**src/rtl/mem_ctrl_pkg.sv**
```systemverilog
// rtl/mem_ctrl_pkg.sv - shared constants for the data-memory arbiter
// Purpose: FSM state encoding and default memory depth used by data_mem_arbiter.
// Ports: none (package).
package mem_ctrl_pkg;

   localparam int DEFAULT_DEPTH = 32;

   localparam logic [1:0] ST_IDLE  = 2'd0;
   localparam logic [1:0] ST_ISSUE = 2'd1;
   localparam logic [1:0] ST_RESP  = 2'd2;
   localparam logic [1:0] ST_ERR   = 2'd3;

endpackage

```
**src/rtl/rr_arbiter_2.sv**
```systemverilog
// rtl/rr_arbiter_2.sv - two-way round-robin grant logic
// Purpose: pick one of two requesters, favouring the one not granted last.
// Ports:
//   valid[1:0] in  : request pending per requester
//   last       in  : index of the requester granted most recently
//   grant[1:0] out : one-hot grant (all zero when nothing is valid)
module rr_arbiter_2 (
   input  logic [1:0] valid,
   input  logic       last,
   output logic [1:0] grant
);

   always_comb begin
      grant = 2'b00;
      case (valid)
         2'b01:   grant = 2'b01;
         2'b10:   grant = 2'b10;
         2'b11:   grant = last ? 2'b01 : 2'b10;
         default: grant = 2'b00;
      endcase
   end

endmodule

```
**src/rtl/data_mem_arbiter.sv**
```systemverilog
// rtl/data_mem_arbiter.sv - shares one single-port data memory between two requesters
// Purpose: accept one request at a time (round-robin), issue a single memory strobe,
//          return a one-cycle response; out-of-range addresses answer with an error.
// Ports:
//   clock, reset             : clock, asynchronous active-high reset
//   req_valid/ready/write    : per-requester handshake and direction (1 = store)
//   req_addr/req_wdata       : per-requester word address and store data
//   rsp_valid/err/rdata      : per-requester one-cycle response
//   mem_write/read/address/write_data : memory command, live only in ISSUE
//   mem_result               : memory read data, valid the cycle after mem_read
module data_mem_arbiter
   import mem_ctrl_pkg::*;
#(
   parameter int DEPTH = DEFAULT_DEPTH,
   parameter int AW    = 32,
   parameter int DW    = 32
) (
   input  logic                clock,
   input  logic                reset,
   input  logic [1:0]          req_valid,
   output logic [1:0]          req_ready,
   input  logic [1:0]          req_write,
   input  logic [1:0][AW-1:0]  req_addr,
   input  logic [1:0][DW-1:0]  req_wdata,
   output logic [1:0]          rsp_valid,
   output logic [1:0]          rsp_err,
   output logic [1:0][DW-1:0]  rsp_rdata,
   output logic                mem_write,
   output logic                mem_read,
   output logic [AW-1:0]       mem_address,
   output logic [DW-1:0]       mem_write_data,
   input  logic [DW-1:0]       mem_result
);

   logic [1:0]    state_q, state_d;
   logic          last_q, last_d;
   logic          owner_q, owner_d;
   logic          wr_q, wr_d;
   logic [AW-1:0] addr_q, addr_d;
   logic [DW-1:0] wdata_q, wdata_d;

   logic [1:0] arb_valid;
   logic [1:0] grant;
   logic       sel;
   logic       accept;

   // Arbitration is only offered while idle so a busy block never grants.
   assign arb_valid = (state_q == ST_IDLE) ? req_valid : 2'b00;

   rr_arbiter_2 u_rr (
      .valid (arb_valid),
      .last  (last_q),
      .grant (grant)
   );

   assign accept = |grant;
   assign sel    = grant[1];

   // Gated by reset so an asserted reset forces ready low even with valid held.
   assign req_ready = reset ? 2'b00 : grant;

   always_comb begin
      state_d = state_q;
      last_d  = last_q;
      owner_d = owner_q;
      wr_d    = wr_q;
      addr_d  = addr_q;
      wdata_d = wdata_q;
      case (state_q)
         ST_IDLE: begin
            if (accept) begin
               owner_d = sel;
               last_d  = sel;
               wr_d    = req_write[sel];
               addr_d  = req_addr[sel];
               wdata_d = req_wdata[sel];
               state_d = (req_addr[sel] < AW'(DEPTH)) ? ST_ISSUE : ST_ERR;
            end
         end
         ST_ISSUE: state_d = ST_RESP;
         ST_RESP:  state_d = ST_IDLE;
         ST_ERR:   state_d = ST_IDLE;
         default:  state_d = ST_IDLE;
      endcase
   end

   always_ff @(posedge clock or posedge reset) begin
      if (reset) begin
         state_q <= ST_IDLE;
         last_q  <= 1'b1;
         owner_q <= 1'b0;
         wr_q    <= 1'b0;
         addr_q  <= '0;
         wdata_q <= '0;
      end else begin
         state_q <= state_d;
         last_q  <= last_d;
         owner_q <= owner_d;
         wr_q    <= wr_d;
         addr_q  <= addr_d;
         wdata_q <= wdata_d;
      end
   end

   // Memory side: everything decoded from the registered state, so reset
   // clears the bus in the same cycle it is asserted.
   always_comb begin
      mem_read       = 1'b0;
      mem_write      = 1'b0;
      mem_address    = '0;
      mem_write_data = '0;
      if (state_q == ST_ISSUE) begin
         mem_read       = ~wr_q;
         mem_write      = wr_q;
         mem_address    = addr_q;
         mem_write_data = wdata_q;
      end
   end

   // Response side: only the owner's lane is ever driven.
   always_comb begin
      rsp_valid = 2'b00;
      rsp_err   = 2'b00;
      rsp_rdata = '0;
      if (state_q == ST_RESP) begin
         rsp_valid[owner_q] = 1'b1;
         rsp_rdata[owner_q] = wr_q ? '0 : mem_result;
      end else if (state_q == ST_ERR) begin
         rsp_valid[owner_q] = 1'b1;
         rsp_err[owner_q]   = 1'b1;
      end
   end

endmodule

```
**config.mk**
```make
export PLATFORM = sky130hd
export DESIGN_NAME = data_mem_arbiter
export DESIGN_NICKNAME = d
export VERILOG_FILES = /design/src/rtl/mem_ctrl_pkg.sv /design/src/rtl/rr_arbiter_2.sv /design/src/rtl/data_mem_arbiter.sv
export SDC_FILE = /design/constraint.sdc
export NUM_CORES = 1
export LEC_CHECK = 0
export CORE_MARGIN = 5
export CORE_UTILIZATION = 32
export CTS_CLUSTER_SIZE = 25
export DETAILED_ROUTE_END_ITERATION = 10
export GPL_TIMING_DRIVEN = 0
export PLACE_DENSITY = 0.78
export SYNTH_ARGS = -nofsm -noshare
export SYNTH_HDL_FRONTEND = slang
export SYNTH_SLANG_ARGS = --single-unit
export TNS_END_PERCENT = 100
```
**constraint.sdc**
```tcl
create_clock -name clock -period 2.75 [get_ports clock]
set_clock_uncertainty 0.15 [all_clocks]
set_input_delay 0.825 -clock clock [delete_from_list [all_inputs] [get_ports clock]]
set_output_delay 0.825 -clock clock [all_outputs]
set_load 0.02 [all_outputs]
```
==> metrics.txt <==
sequential cell area=around 1700 µm²; P&R area growth vs syn=82.0%; post-DR vias/cell=4.71; Pins Over Slew Limit=0; P_leak=between 3 and 4 nW; Synth cell types=25; reg2reg path depth=8; core area=about 13000 µm²; Initial Util=32.4%; Worst Hold Class=reg -> reg; clk_lat worst skew=between 0.3 and 0.4 ns; crit path capture=rsp_rdata[28]; total global-route track usage=22.4%; Die Ht=between 100 and 150 µm; CTS max path bufs=2; Avg WL per Cell=about 18 µm; crit path max fanout=2; fillers=about 1200; Arr. time, crit path=~1.8 ns; Yosys warning total=0; max_cap viols=0; Post-Syn Area=roughly 4300 µm²; share of layout cells above drive strength 1=roughly a fifth; Routed Antenna Nets=0; total negative slack=0 ns; CP Launch Type=primary input; CP Data Required Time=~1.8 ns; total nets after synthesis=between 600 and 700; R2R Path End=state_q[1]$_DFFE_PP0P_; max_slew headroom=between 50 and 60%; FMAX=0.365 GHz; slew at the pin closest to its max-slew limit=~0.67 ns; Ant. Diodes=0; GRT overflow=0; Root Driver=clkbuf_16; hold path startpoint=last_q$_DFFE_PP1P_; reg2reg setup slack=0.65 ns; Final Hold Vio Count=0; total number of vias=~4700; Final setup viols=0; IO Pins=302; Layout Utilization=around 59%; site row count=42; first-pass GRT wire length=27600 µm; flops & latches, synth=slightly below 70; drt pass-1 iters=4; Clock Sinks=69; die width=126 µm; vias in the first global route=between 4000 and 5000; crit share post-route=99.6%; pwr dens=895 nW/µm²; DP HPWL=about 15000 µm; drt drc=0; initial antenna violation count=1; nets@finish=992; Clock transition at path regs=approximately 0.050 ns; fin crit period=roughly 2.7 ns; Worst setup EP type=primary output; CTS tree=done; unrepaired setup endpoints after global routing=false; drt total wl=18300 µm; Critical R2R Launch=state_q[0]$_DFFE_PP0P_; critical path startpoint=mem_result[28]; CTS Buf Count=9; Initial DRC Count=172; Syn Area/Cell=8.43 µm²; sequential area share after synthesis=approximately two fifths; Routability Congestion=slightly below 0.9; critical path type=in -> out; die area=15800 µm²; hold buffers post-CTS=0; status=finished, final reports clean; pin count of the biggest net entering global routing=42; multi-input logic area=2370 µm²; Max IR drop VDD=508 µV; synthesized instance count=507; H-Tree Level Count=3; IO buf count=roughly 300
[critical path, stage by stage]
cell and delay [ns]:
clkdlybuf4s50_1 0.47, nand2b_1 0.08, nor2_1 0.11, clkdlybuf4s15_2 0.27
[flip-flops by register name, summed over array words and instances, names as in the netlist]
name     cells
state_q      2
addr_q      32
owner_q      1
wdata_q     32
last_q       1
wr_q         1
[what timing repair did]
action,4_1_cts,5_1_grt
cloned,1,0
setup endpoints to repair,132,116
pin swaps,1,0
setup buffers,4,4
gates resized for setup,352,76
[metal layers]
layer / GRT usage (%) / part of all wire, % / up-vias
met3: 6.35 / 8.1 / 27
met1: 25.7 / 38 / 2185
met2: 40.0 / 51 / 205
met4: 7.08 / 2.1 / 2
met5: 0 / 0.071 / -
li1: - / - / 2323
[cells by family after synthesis]
kind of cell,synth area share (%)
DFF,40.4
AOI/OAI and AO/OA,8.37
muxes,15.2
buffers and inverters,5.06
and+or+nand+nor,30.9
[worst min path at each step]
stage                                    end  slack, ns  cells past startpoint
after floorplan           last_q$_DFFE_PP1P_       0.30                      2
after detailed placement  last_q$_DFFE_PP1P_       0.33                      2
after global routing      last_q$_DFFE_PP1P_       0.38                      2
final                     last_q$_DFFE_PP1P_       0.35                      2
after global placement    last_q$_DFFE_PP1P_       0.31                      2
after CTS                 last_q$_DFFE_PP1P_       0.35                      2
[Yosys cell counts]
library cell	count	area [µm²]
a21oi_1	66	330
nor2_4	1	11.3
buf_1	4	15.0
and3_1	2	12.5
a31o_1	1	8.76
nor2b_1	2	12.5
a21boi_2	1	11.3
nand2b_1	36	225
nor2_1	132	495
nand2_1	5	18.8
and4_1	1	8.76
inv_1	1	3.75
nand4_1	2	12.5
buf_2	8	40.0
dfstp_2	1	26.3
nand3_1	1	5.00
buf_6	8	90.1
o21bai_1	1	7.51
dfrtp_1	68	1700
nor4_1	12	75.1
and2_1	67	419
mux2i_1	65	651
nor3_1	3	15.0
clkbuf_1	18	67.6
nand2_4	1	11.3
[power by group]
part	total, mW	switching [mW]	internal [mW]	leakage, nW
sequential	1.82	0.275	1.55	0.773
clock	1.17	0.443	0.725	0.149
combinational	3.97	2.14	1.83	2.76
[final cells by class]
type	count	share of cell area (%)
plain buffers	35	3.30
clock buffers	10	3.07
clock inverters	6	0.788
inverters	1	0.0804
multi-input cells	400	30.5
flip-flops and latches	69	22.2
well taps	176	2.83
repair buffers	310	37.2
[through the flow]
step	power, mW	std cells	worst slack (ns)	hold WS [ns]	instance area, µm²
finish	6.96	1007	0.0123	0.347	7780
global route	7.45	1007	0.0000790	0.376	7780
CTS	7.02	1003	-0.0326	0.352	7950
detailed placement	5.90	985	-1.09	0.331	7530
global placement	5.84	984	-1.38	0.313	7510
floorplan	4.17	507	0.0362	0.301	4280
[layout by cell type (no fill, tap or decap), types with 10 or more instances in the layout]
cell / count
clkdlybuf4s50_1: 166
nor2_1: 132
and2_1: 67
a21oi_1: 66
dfrtp_1: 66
mux2i_1: 65
clkdlybuf4s15_2: 56
nand2b_1: 34
buf_2: 27
clkbuf_2: 25
dlygate4sd2_1: 17
buf_4: 14
nor4_1: 12
clkbuf_1: 10
Note: power is estimated with default switching activity, not from simulation.
